<file path="src/rtl/result_packer.sv">
// Packs signed datapath results into 8-bit lanes of 32-bit words, with optional ReLU and
// saturation, and queues each word with its output-buffer address in a small FIFO.
module result_packer #(
  parameter int RESULT_DWIDTH = 20,
  parameter int ADDR_WIDTH    = 12,
  parameter int FIFO_DEPTH    = 4
) (
  input  logic                     clk,
  input  logic                     reset,
  input  logic                     start,
  input  logic [ADDR_WIDTH-1:0]    base_addr,
  input  logic                     en_relu,
  input  logic [RESULT_DWIDTH-1:0] result_data,
  input  logic                     result_valid,
  input  logic                     flush,
  output logic [31:0]              wr_data,
  output logic [3:0]               wr_strb,
  output logic [ADDR_WIDTH-1:0]    wr_addr,
  output logic                     wr_valid,
  input  logic                     wr_ready,
  output logic                     sat_flag,
  output logic                     fifo_ovrflow,
  output logic                     done
);

  localparam int PTR_W = (FIFO_DEPTH > 1) ? $clog2(FIFO_DEPTH) : 1;
  localparam int CNT_W = PTR_W + 1;
  localparam logic signed [RESULT_DWIDTH-1:0] MAX_V = RESULT_DWIDTH'(127);
  localparam logic signed [RESULT_DWIDTH-1:0] MIN_V = RESULT_DWIDTH'(-128);

  logic [1:0]            lane_q, lane_d;
  logic [31:0]           word_q, word_d;
  logic [ADDR_WIDTH-1:0] addr_q, addr_d;
  logic                  sat_q, sat_d;
  logic                  ovf_q, ovf_d;
  logic                  flush_seen_q, flush_seen_d;
  logic                  done_q, done_d;
  logic [PTR_W-1:0]      rd_ptr_q, rd_ptr_d;
  logic [PTR_W-1:0]      wr_ptr_q, wr_ptr_d;
  logic [CNT_W-1:0]      count_q, count_d;
  logic [35:0]           mem_q [FIFO_DEPTH];
  logic [35:0]           mem_d [FIFO_DEPTH];

  logic signed [RESULT_DWIDTH-1:0] relu_v;
  logic [7:0]  conv_byte;
  logic        conv_sat;
  logic        take, do_flush, pop, push, full;
  logic [31:0] packed_word, push_word;
  logic [3:0]  push_strb;
  logic [2:0]  k;

  always_comb begin
    relu_v = $signed(result_data);
    if (en_relu && result_data[RESULT_DWIDTH-1]) relu_v = '0;
    conv_sat  = 1'b0;
    conv_byte = relu_v[7:0];
    if (relu_v > MAX_V) begin
      conv_byte = 8'h7F;
      conv_sat  = 1'b1;
    end else if (relu_v < MIN_V) begin
      conv_byte = 8'h80;
      conv_sat  = 1'b1;
    end
  end

  assign wr_valid = (count_q != '0);
  assign {wr_strb, wr_data} = mem_q[rd_ptr_q];
  assign wr_addr      = addr_q;
  assign sat_flag     = sat_q;
  assign fifo_ovrflow = ovf_q;
  assign done         = done_q;

  always_comb begin
    lane_d       = lane_q;
    word_d       = word_q;
    addr_d       = addr_q;
    sat_d        = sat_q;
    ovf_d        = ovf_q;
    flush_seen_d = flush_seen_q;
    done_d       = done_q;
    rd_ptr_d     = rd_ptr_q;
    wr_ptr_d     = wr_ptr_q;
    count_d      = count_q;
    mem_d        = mem_q;
    push         = 1'b0;
    push_word    = '0;
    push_strb    = '0;

    take     = result_valid & ~start;
    do_flush = flush & ~start;
    pop      = wr_valid & wr_ready;
    full     = (count_q == CNT_W'(FIFO_DEPTH));

    // The incoming byte is merged before any flush so a same-cycle flush includes it.
    packed_word = word_q;
    if (take) begin
      packed_word[{lane_q, 3'b000} +: 8] = conv_byte;
      sat_d = sat_q | conv_sat;
    end
    k = {1'b0, lane_q} + 3'(take);

    if (k == 3'd4) begin
      push      = 1'b1;
      push_word = packed_word;
      push_strb = 4'b1111;
      lane_d    = 2'd0;
      word_d    = '0;
    end else if (do_flush && (k != 3'd0)) begin
      push      = 1'b1;
      push_word = packed_word;
      case (k)
        3'd1:    push_strb = 4'b0001;
        3'd2:    push_strb = 4'b0011;
        default: push_strb = 4'b0111;
      endcase
      lane_d = 2'd0;
      word_d = '0;
    end else begin
      lane_d = k[1:0];
      word_d = packed_word;
    end

    if (do_flush) flush_seen_d = 1'b1;

    // Address counts accepted words only, so a dropped word consumes no address.
    if (pop) begin
      rd_ptr_d = rd_ptr_q + 1'b1;
      addr_d   = addr_q + 1'b1;
    end
    if (push && full && !pop) begin
      ovf_d = 1'b1;
    end else if (push) begin
      mem_d[wr_ptr_q] = {push_strb, push_word};
      wr_ptr_d        = wr_ptr_q + 1'b1;
    end
    count_d = count_q + CNT_W'(push && !(full && !pop)) - CNT_W'(pop);

    done_d = done_q | (flush_seen_q && (lane_q == 2'd0) && (count_q == '0));

    if (start) begin
      lane_d       = 2'd0;
      word_d       = '0;
      addr_d       = base_addr;
      sat_d        = 1'b0;
      ovf_d        = 1'b0;
      flush_seen_d = 1'b0;
      done_d       = 1'b0;
      rd_ptr_d     = '0;
      wr_ptr_d     = '0;
      count_d      = '0;
    end
  end

  always_ff @(posedge clk) begin
    if (reset) begin
      lane_q       <= '0;
      word_q       <= '0;
      addr_q       <= '0;
      sat_q        <= 1'b0;
      ovf_q        <= 1'b0;
      flush_seen_q <= 1'b0;
      done_q       <= 1'b0;
      rd_ptr_q     <= '0;
      wr_ptr_q     <= '0;
      count_q      <= '0;
      for (int i = 0; i < FIFO_DEPTH; i++) mem_q[i] <= '0;
    end else begin
      lane_q       <= lane_d;
      word_q       <= word_d;
      addr_q       <= addr_d;
      sat_q        <= sat_d;
      ovf_q        <= ovf_d;
      flush_seen_q <= flush_seen_d;
      done_q       <= done_d;
      rd_ptr_q     <= rd_ptr_d;
      wr_ptr_q     <= wr_ptr_d;
      count_q      <= count_d;
      for (int i = 0; i < FIFO_DEPTH; i++) mem_q[i] <= mem_d[i];
    end
  end

endmodule

</file>
<file path="config.mk">
export PLATFORM = sky130hd
export DESIGN_NAME = result_packer
export DESIGN_NICKNAME = d
export VERILOG_FILES = /design/src/rtl/result_packer.sv
export SDC_FILE = /design/constraint.sdc
export NUM_CORES = 1
export LEC_CHECK = 0
export CAP_MARGIN = 10
export CORE_MARGIN = 10
export CORE_UTILIZATION = 32
export DETAILED_ROUTE_END_ITERATION = 10
export PLACE_DENSITY_LB_ADDON = 0.05
export REMOVE_ABC_BUFFERS = 1
export SETUP_SLACK_MARGIN = 0.1
export SYNTH_ARGS = -nofsm -noshare
export SYNTH_HDL_FRONTEND = slang
export SYNTH_SLANG_ARGS = --single-unit
</file>
<file path="constraint.sdc">
create_clock -name clk -period 4.35 [get_ports clk]
set_clock_uncertainty 0.2 [all_clocks]
set_input_delay 0.6525 -clock clk [delete_from_list [all_inputs] [get_ports clk]]
set_output_delay 0.6525 -clock clk [all_outputs]
set_load 0.05 [all_outputs]
</file>
==> Word level (Yosys, flattened, before mapping) <==
Cells that the tools add are included.
{ "totals": {"register_bits": 201, "inputBits": 39} }
{ "op_classes": {"add_sub_neg": 7, "n_lt_le_gt_ge": 5, "eq_ne": 4, "shift": 2, "muxes": 22, "bitwise_logic": 9, "reduce_logical": 19} }
{ "ops": {"columns": ["operator", "n"], "rows": [
  ["$bwmux 144", 1],
  ["$mux 36", 3],
  ["$mux 32", 3],
  ["$bmux 36 s2", 1],
  ["$demux 36 s2", 1],
  ["$bwmux 32", 1],
  ["$shift 8x7->32 const A", 1],
  ["$shiftx 8x7->32", 1],
  ["$mux 12", 2],
  ["$gt 20x8->1 const B", 1],
  ["$lt 20x8->1 const B", 1],
  ["$mux 20", 1],
  ["$mux 8", 2],
  ["$add 12x1->12 const B", 1],
  ["$logic_and 1x1->1", 9],
  ["$neg 5->7", 1],
  ["$eq 3x3->1 const B", 2],
  ["$ge 3x3->1 const B", 2],
  ["$not 2->3", 2],
  ["$pmux 3 s2", 1],
  ["$reduce_bool 3->1", 2],
  ["$add 2x1->2 const B", 2],
  ["$mux 1", 4],
  ["$mux 4", 1],
  ["other kinds (17)", 22]
]} }

==> Depth between registers and ports, before layout <==
Gate-level depths: netlist (run 1).
{ "logic_depth": {"word_depth": 11, "depth_mapped": 15} }

==> Worst setup path before layout (run 1) <==
No wires, ideal clock.
{ "synth_timing": {"kind": "in2reg", "start": "input port start", "end": "register count_q[2]", "setup_ps": 115, "arrival_ps": 3294, "required_ps": 4035, "setup_slack_ps": 742, "cell_stages": 14, "path_buffers": 2, "path_cell_list": "clkbuf_1 > nor2b_1 > ha_1 > ha_1 > nor2_1 > mux2_2 > clkbuf_1 > o21ai_0 > ha_1 > inv_1 > fa_1 > xor2_1 > xnor2_1 > nor2_1"} }
{ "synth_via": {"elab_chain_cells": 10, "elab_cells_between_ends": 13, "classes_between": "add/sub: 3; eq/ne: 1; mux: 2; bitwise: 3; reduce/logical: 4"} }
{ "synth_rtl": {"columns": ["item", "line", "rtl"], "rows": [
  ["from (decl)", "10", "input logic start,"],
  ["$not 1->1 (*)", "89", "take = result_valid & ~start;"],
  ["$and 1x1->1 (*)", "89", null],
  ["net take", "47", "logic take, do_flush, pop, push, full;"],
  ["$add 2x1->3 (*)", "100", "k = {1'b0, lane_q} + 3'(take);"],
  ["net k[1]", "50", "logic [2:0] k;"],
  ["$reduce_bool 3->1", "108", "end else if (do_flush && (k != 3'd0)) begin"],
  ["$logic_and 1x1->1", "108", null],
  ["$mux 1", "108", null],
  ["$mux 1 (*)", "102", "if (k == 3'd4) begin"],
  ["$logic_and 1x1->1 (*)", "136", "count_d = count_q + CNT_W'(push && !(full && !pop)) - CNT_W'(pop);"],
  ["$add 3x1->3 (*)", "136", null],
  ["$sub 3x1->3 (*)", "136", null],
  ["to (signal assigned)", "177", "count_q <= count_d;"],
  ["to (decl)", "40", "logic [CNT_W-1:0] count_q, count_d;"]
]} }
Mark *: on every way through the listed nets, which the timed path passes. The rest lies on a longest branch.
A chain may end at the register's enable or synchronous reset.

==> Worst setup path in the final report (run 1) <==
{ "layout_timing": {"start": "register rd_ptr_q[0]", "end": "output port wr_data[26]"} }
{ "layout_via": {"elab_chain_cells": 4} }
{ "layout_rtl": {"columns": ["item", "line", "rtl"], "rows": [
  ["from (decl)", "38", "logic [PTR_W-1:0] rd_ptr_q, rd_ptr_d;"],
  ["from (signal assigned)", "175", "rd_ptr_q <= rd_ptr_d;"],
  ["$not 2->3 (not written as such)", "67", "assign {wr_strb, wr_data} = mem_q[rd_ptr_q];"],
  ["$bmux 36 s2", "67", null],
  ["$mux 36 (not written as such) (2 in a row)", "67", null],
  ["to (decl)", "16", "output logic [31:0] wr_data,"]
]} }
Every way passes these cells. The select of a mux whose other input is x is not followed.

==> results of run 1 <==
## cells by family after synthesis
| logic type | synth area share, % |
|---|---|
| flops | 46.4 |
| fa+ha+maj | 2.11 |
| mux | 10.4 |
| buf+inv | 4.09 |
| compound gates | 13.9 |
| simple gates | 21.4 |
| xor+xnor | 1.62 |
## synth_stat cells, types with 5 or more instances
cell type | count | area (um2)
sky130_fd_sc_hd__nor4_1 | 21 | 131
sky130_fd_sc_hd__nand3_1 | 10 | 50.1
sky130_fd_sc_hd__dfxtp_1 | 201 | 4020
sky130_fd_sc_hd__and3_1 | 5 | 31.3
sky130_fd_sc_hd__a211oi_1 | 89 | 668
sky130_fd_sc_hd__inv_1 | 15 | 56.3
sky130_fd_sc_hd__nand4_1 | 5 | 31.3
sky130_fd_sc_hd__nor4_2 | 5 | 62.6
sky130_fd_sc_hd__a21oi_1 | 24 | 120
sky130_fd_sc_hd__xnor2_1 | 7 | 61.3
sky130_fd_sc_hd__xor2_1 | 9 | 78.8
sky130_fd_sc_hd__a21oi_2 | 15 | 131
sky130_fd_sc_hd__ha_1 | 13 | 163
sky130_fd_sc_hd__nand3b_1 | 5 | 37.5
sky130_fd_sc_hd__nor2b_1 | 20 | 125
sky130_fd_sc_hd__mux4_2 | 36 | 811
sky130_fd_sc_hd__buf_1 | 7 | 26.3
sky130_fd_sc_hd__nor2_1 | 225 | 845
sky130_fd_sc_hd__buf_2 | 13 | 65.1
sky130_fd_sc_hd__nor3_1 | 41 | 205
sky130_fd_sc_hd__nand2_1 | 50 | 188
sky130_fd_sc_hd__o41ai_2 | 6 | 97.6
sky130_fd_sc_hd__mux2i_1 | 8 | 80.1
sky130_fd_sc_hd__clkbuf_1 | 53 | 199
## state kept, by name, indices dropped and copies added (netlist names)
name	cells
count_q	3
done	1
fifo_ovrflow	1
flush_seen_q	1
lane_q	2
mem_q	144
rd_ptr_q	2
sat_flag	1
word_q	32
wr_addr	12
wr_ptr_q	2
## final cells by class
cell class              count  area share [%]
clock buffers              34            6.27
clock inverters             7           0.800
inverters                  15           0.530
multi-input cells         633            40.4
flip-flops and latches    201            37.9
well taps                 341            4.01
repair buffers            105            10.1
## power by group through the flow
stage,Combinational (mW),Clock (mW),Sequential [mW]
finish,0.342,1.94,1.89
global route,0.368,2.09,1.89
CTS,0.347,2.01,1.89
detailed placement,0.347,0,1.93
global placement,0.346,0,1.93
floorplan,0.166,0,1.95
## worst register-to-register path, cell delays in order, from the launching register on
cell and delay (ns):
sky130_fd_sc_hd__dfxtp_1 0.37, sky130_fd_sc_hd__ha_1 0.23, sky130_fd_sc_hd__ha_1 0.30, sky130_fd_sc_hd__nor2_1 0.17
sky130_fd_sc_hd__mux2_2 0.45, sky130_fd_sc_hd__o21ai_0 0.20, sky130_fd_sc_hd__ha_1 0.17, sky130_fd_sc_hd__inv_1 0.05
sky130_fd_sc_hd__fa_1 0.37, sky130_fd_sc_hd__xor2_1 0.17, sky130_fd_sc_hd__xnor2_1 0.13, sky130_fd_sc_hd__nor2_1 0.05
## worst min path at each step
stage | slack, ns | startpoint | end
6_report | 0.25 | mem_q[35] | mem_q[35]
5_1_grt | 0.28 | mem_q[71] | mem_q[71]
4_1_cts | 0.26 | mem_q[35] | mem_q[35]
3_5_place_dp | 0.25 | mem_q[35] | mem_q[35]
3_3_place_gp | 0.24 | mem_q[35] | mem_q[35]
2_1_floorplan | 0.23 | mem_q[69] | mem_q[69]
## metal layers
metal	part of all wire (%)	track usage (%)	up-vias
met3	4.3	3.01	25
met1	48	19.8	3165
li1	-	-	3385
met4	1.9	3.15	0
met2	46	23.6	116
met5	0	0	-
## through the flow
stage | util, % | hold slack, ns | instances | setup slack, ns
6_report | 39.7 | 0.253 | 1336 | 0.767
5_1_grt | 39.7 | 0.277 | 1336 | 0.659
4_1_cts | 39.7 | 0.256 | 1336 | 0.704
3_5_place_dp | 36.9 | 0.247 | 1295 | 0.483
3_3_place_gp | 36.9 | 0.242 | 1295 | 0.540
2_1_floorplan | - | 0.227 | 849 | 0.970
==> results.md, run 1 <==
* Outcome: finished clean
* Row count at 60
* Largest fanout on the critical path at 26
* Worst-Skew Late Latency at 0.50 ns
* Setup repair after global routing missed its margin: false
* Mean cell area of the mapped netlist at around 9.4 um2
* Clock Pin Slew Worst Setup and Hold Paths at 0.06 ns
* Number of instances in the synthesized netlist at 923
* Detailed Route WL at 24.8 mm
* Global-route congestion overflow total at 0
* Startpoint type of the worst setup path: register
* Area occupied by registers at 4030 um2
* Final cycle utilization of the critical path at approximately 82%
* Cell chosen for the clock root: sky130_fd_sc_hd__clkbuf_16
* Launching point of the worst reg2reg path: lane_q[0]
* Fill cells at 2665
* Most common cell after layout, fill and taps aside: sky130_fd_sc_hd__nor2_1
* Launching instance or port of the critical path: rd_ptr_q[0]
* Primary FF master, synth: sky130_fd_sc_hd__dfxtp_1
* Buffers added on ports at 90
* Internal power summed over all cells at ~3.2 mW
* Final setup violation count at 0
* Standard cell with the maximum stage delay on the critical path: sky130_fd_sc_hd__clkdlybuf4s50_1
* Total stage count of the critical path at 3
* Critical setup path kind: reg2out
* Post-synthesis async set-or-reset flop share at 0%
* Pre-antenna DRT Iters at 4
* Switching power as a share of total power at 24.0%
* Maximum clock frequency at 279 MHz
* Global-route wire length before repair at roughly 40 mm
* Overall routing resource usage at 14.7%
* DRC marker count from the first detailed-route iteration at 328
* Net switching power of the design at 1.00 mW
* Total power at 4.17 mW
* Total die area at about 34000 um2
* Number of primary I/O pins at 91
* Combinational fraction of design power at 8.2%
* Vertical die dimension at around 180 um
* Cell Pwr Density at 392 nW/um2
* CP bufs+invs at 2
* Synthesized cell area at 8670 um2
* Via count of the first global-routing pass at slightly below 7000
* Crit path capture: wr_data[26]
* Cell family with the largest share of critical-path delay: buffers and inverters
* Routed Antenna Nets at 0
* Number of clock buffers inserted by TritonCTS at 23
* Worst reg2reg setup slack at 1.37 ns
* # DRC at 0
* CP cell instances: buf_12 > mux4_2 > clkdlybuf4s50_1
* Commonest cells after routing, fill and taps aside: 225 x sky130_fd_sc_hd__nor2_1, 199 x sky130_fd_sc_hd__dfxtp_1, 89 x sky130_fd_sc_hd__a211oi_1, 89 x sky130_fd_sc_hd__clkdlybuf4s50_1, 50 x sky130_fd_sc_hd__nand2_1
* Endpoint class of the critical path: primary output
* Detailed placement HPWL at 15.8 mm
* TritonCTS clock tree: yes
* Growth of design area from synthesis to finish at 22.6%
* Number of nets in the layout at 1032
* GP Congestion at 0.730
* Actual transition at the worst max-transition pin at 0.944 ns
* Max-slew violation total from the final report at 0
* Path class of the lowest-slack min-delay path: reg2reg
* Leakage at 3.62 nW
* Initial standard-cell utilization of the core at 32.3%
* Via count normalized by instance count at 5.01
* Max-cap violation count at 0
* Total vias in the final route at 6691
* Required @ worst endpoint at 3.50 ns
* Sequential-to-total area share from yosys stat at between 40% and 50%
* Fin area at 10600 um2
* Clock share of power at between 40 and 50%
* Reg2reg path depth at 11
* # clock sinks at 201
* Deepest level of the CTS H-tree at 1
* Cell area after placement at 9880 um2
* Synth warn at 0
* Routed wire per std cell at 18.6 um
* Worst hold path depth at 2
* Worst relative slew slack at 36.1%
* Horizontal extent of the die at 185 um
* Post-CTS sizing at 0
* Largest voltage drop on the vdd net at 0.215 mV
* Antenna violations before repair at 0
* EDFF count, synth at 0
* Largest net degree at the start of global routing at 157
* Number of register bits inferred by synthesis at 201
* Final hold violation count at 0
* Footprint of the multi-input gates at about 4300 um2
* Setup TNS at 0 ns
* Proportion of layout cells with a drive suffix above 1 at 13.0%
* Arrival time reported for the critical path endpoint at 2.73 ns
* FF-to-FF End: count_q[2]
* Final critical-path required period at 3.58 ns
* Post-CTS Hold Buffers at 0
* Total setup buffers inserted after CTS at 0
* Slowest cell delay on critical path at 0.72 ns
* Area of the core at about 27000 um2
* Antenna diode count at 0
* Distinct cell type count after synthesis at 49
* Portion of total power attributed to sequential cells at 45.2%
* Longest Clk Path Bufs at 3
(Power assumes the default switching activity.)
==> run 2, diff against run 1 <==
==> constraint.sdc (replaced) <==
create_clock -name clk -period 3.2 [get_ports clk]
set_clock_uncertainty 0.2 [all_clocks]
set_input_delay 0.48 -clock clk [delete_from_list [all_inputs] [get_ports clk]]
set_output_delay 0.48 -clock clk [all_outputs]
set_load 0.05 [all_outputs]
==> run 2 against run 1 <==
Compared with the run above: routed wire length up 0.29%; core utilization up 1.7 points; sequential power increased by 35%; sequential share of layout area down 1.5 points; critical path depth unchanged; die area is the same; design area is 4.3% higher; global-route usage about the same; largest cell class unchanged; via count rose by 1.4%; register-to-register slack worse by 0.99 ns; clock-buffer cell count down 6; critical path type unchanged; critical endpoint is now wr_data[29].
==> results.md, run 2 (synthesis gave the netlist of run 1 again) <==
* Maximum clock frequency at 331 MHz
* Fill cells at 2673 (+0.30%)
* Startpoint type of the worst setup path: register
* Worst relative slew slack at 38.1% (+2.0 points)
* Placement Setup Slack at -0.325 ns (-0.808 ns)
* Global-route wire length before repair at 39.7 mm (+0.19%)
* Horizontal extent of the die at 185 um (unchanged)
* Routed Antenna Nets at 0 (unchanged)
* Antenna violations before repair at 0 (unchanged)
* Total vias in the final route at 6784 (+1.4%)
* # clock sinks at 201 (unchanged)
* Final setup violation count at 0 (unchanged)
* Pre-antenna DRT Iters at 6 (+2)
* Via count normalized by instance count at 4.93 (-1.6%)
* DRC marker count from the first detailed-route iteration at 377 (+15%)
* Slack of the critical path at 0.177 ns (-0.590 ns)
* Cell Pwr Density at 523 nW/um2 (+33%)
* Clock Pin Slew Worst Setup and Hold Paths at 0.06 ns (about the same)
* Worst reg2reg setup slack at 0.38 ns (-0.99 ns)
* Outcome: finished clean
* Cell chosen for the clock root: sky130_fd_sc_hd__clkbuf_16
* Antenna diode count at 0 (unchanged)
* Largest net degree at the start of global routing at 157 (unchanged)
* Proportion of layout cells with a drive suffix above 1 at 17.4% (+4.4 points)
* Total setup buffers inserted after CTS at 0 (unchanged)
* GP Congestion at 0.716 (-1.9%)
* Total die area at 34100 um2 (unchanged)
* Arrival time reported for the critical path endpoint at 2.34 ns (-0.39 ns)
* Detailed placement HPWL at 16.1 mm (+2.3%)
* Worst-Skew Late Latency at 0.50 ns (about the same)
* Buffers added on ports at 90 (unchanged)
* Via count of the first global-routing pass at 6820 (-0.15%)
* CP cell instances: buf_12 > mux4_2 > clkdlybuf4s50_1
* Endpoint class of the critical path: primary output
* Max-cap violation count at 0 (unchanged)
* Leakage at 4.00 nW (+11%)
* TritonCTS clock tree: yes
* Path class of the lowest-slack min-delay path: reg2reg
* Most common cell after layout, fill and taps aside: sky130_fd_sc_hd__nor2_1
* Critical setup path kind: reg2out
* Largest reg by FF count: mem_q
* Setup repair after global routing missed its margin: true
* Actual transition at the worst max-transition pin at 0.914 ns (-0.0300 ns)
* Hold_sp: mem_q[35]
* Launching point of the worst reg2reg path: lane_q[0]
* Routed wire per std cell at 18.1 um (-2.6%)
* Max-slew violation total from the final report at 0 (unchanged)
* Number of nets in the layout at 1072 (+3.9%)
* Launching instance or port of the critical path: rd_ptr_q[0]
* Vertical die dimension at 185 um (unchanged)
* Standard cell with the maximum stage delay on the critical path: sky130_fd_sc_hd__clkdlybuf4s50_1
* Setup TNS at 0 ns (unchanged)
* Max reg flops at 144 (unchanged)
* Slowest cell delay on critical path at 0.72 ns (about the same)
* Initial standard-cell utilization of the core at 32.3% (unchanged)
* Overall routing resource usage at 14.6% (-0.043 points)
* # DRC at 0 (unchanged)
* Number of clock buffers inserted by TritonCTS at 23 (unchanged)
* Global-route congestion overflow total at 0 (unchanged)
* Final critical-path required period at slightly above 3 ns
* Detailed Route WL at 24.9 mm (+0.29%)
* Largest voltage drop on the vdd net at 0.323 mV (+50%)
* Final cycle utilization of the critical path at 94.5%
* Area of the core at 26800 um2 (unchanged)
* FF-to-FF End: count_q[2]
* Final hold violation count at 0 (unchanged)
* Largest fanout on the critical path at 22 (-15%)
* Row count at 60 (unchanged)
* Number of primary I/O pins at 91 (unchanged)
* Commonest cells after routing, fill and taps aside: 225 x sky130_fd_sc_hd__nor2_1, 199 x sky130_fd_sc_hd__dfxtp_1, 89 x sky130_fd_sc_hd__a211oi_1
* Growth of design area from synthesis to finish at 27.9%
* Deepest level of the CTS H-tree at 1 (unchanged)
* Crit path capture: wr_data[29]
* Longest Clk Path Bufs at 3 (unchanged)
* Worst hold-check slack at 0.254 ns (+0.00100 ns)
* Required @ worst endpoint at 2.52 ns (-0.98 ns)
* Reg2reg path depth at 11 (unchanged)
[run 2: cell types whose count changed in the layout (fill, tap and decap cells not counted), sizes merged, moves of 2 or more]
cell / change
buf: +48
clkdlybuf4s50: -29
dlygate4sd2: +20
clkbuf: -6
bufinv: +2
clkinv: +2
clkinvlp: +2
[run 2: timing repair]
action	CTS	global route
cloned	0	0
endpoints found under the setup margin	20	2
gates resized for setup	20	2
hold buffers	0	0
[run 2: final cells by class]
cell class,count,area [um2],area share (%)
clock buffer,28,604,5.45
multi-input combinational,633,4300,38.8
clock inverter,13,178,1.60
inverter,15,56.3,0.508
tap,341,427,3.85
sequential,201,4030,36.3
timing repair buffer,145,1490,13.5
[run 2: worst min-delay path by stage]
| stage | end | cells after the start |
|---|---|---|
| 2_1_floorplan | mem_q[69] | 2 |
| 5_1_grt | mem_q[71] | 2 |
| 3_3_place_gp | mem_q[35] | 2 |
| 4_1_cts | mem_q[35] | 2 |
| 6_report | mem_q[35] | 2 |
| 3_5_place_dp | mem_q[35] | 2 |
[run 2: critical path: cells and delay by family (launching register included)]
family / cells / cell delay, ns
multiplexers: 1 / 0.53
flip-flops: 1 / 0.35
buffers and inverters: 2 / 0.92
[run 2: per-stage QoR]
| stage | util (%) | area [um2] | cells | total power, mW |
|---|---|---|---|---|
| global placement | 38.5 | 10300 | 1335 | 3.12 |
| detailed placement | 38.5 | 10300 | 1335 | 3.12 |
| finish | 41.3 | 11100 | 1376 | 5.80 |
| CTS | 41.3 | 11100 | 1376 | 5.89 |
| floorplan | - | 8370 | 849 | 2.87 |
| global route | 41.3 | 11100 | 1376 | 6.04 |
[run 2: power breakdown]
part	internal, mW	switching (mW)	total [mW]
logic	0.189	0.296	0.485
registers	2.54	0.0248	2.56
clock network	1.67	1.08	2.75
total	4.40	1.40	5.80
[run 2: metal layers]
metal	global-route usage (%)	share of wire, %
met1	20.3	49
met2	23.2	45
met3	2.78	4.6
met4	2.85	1.2
met5	0	0
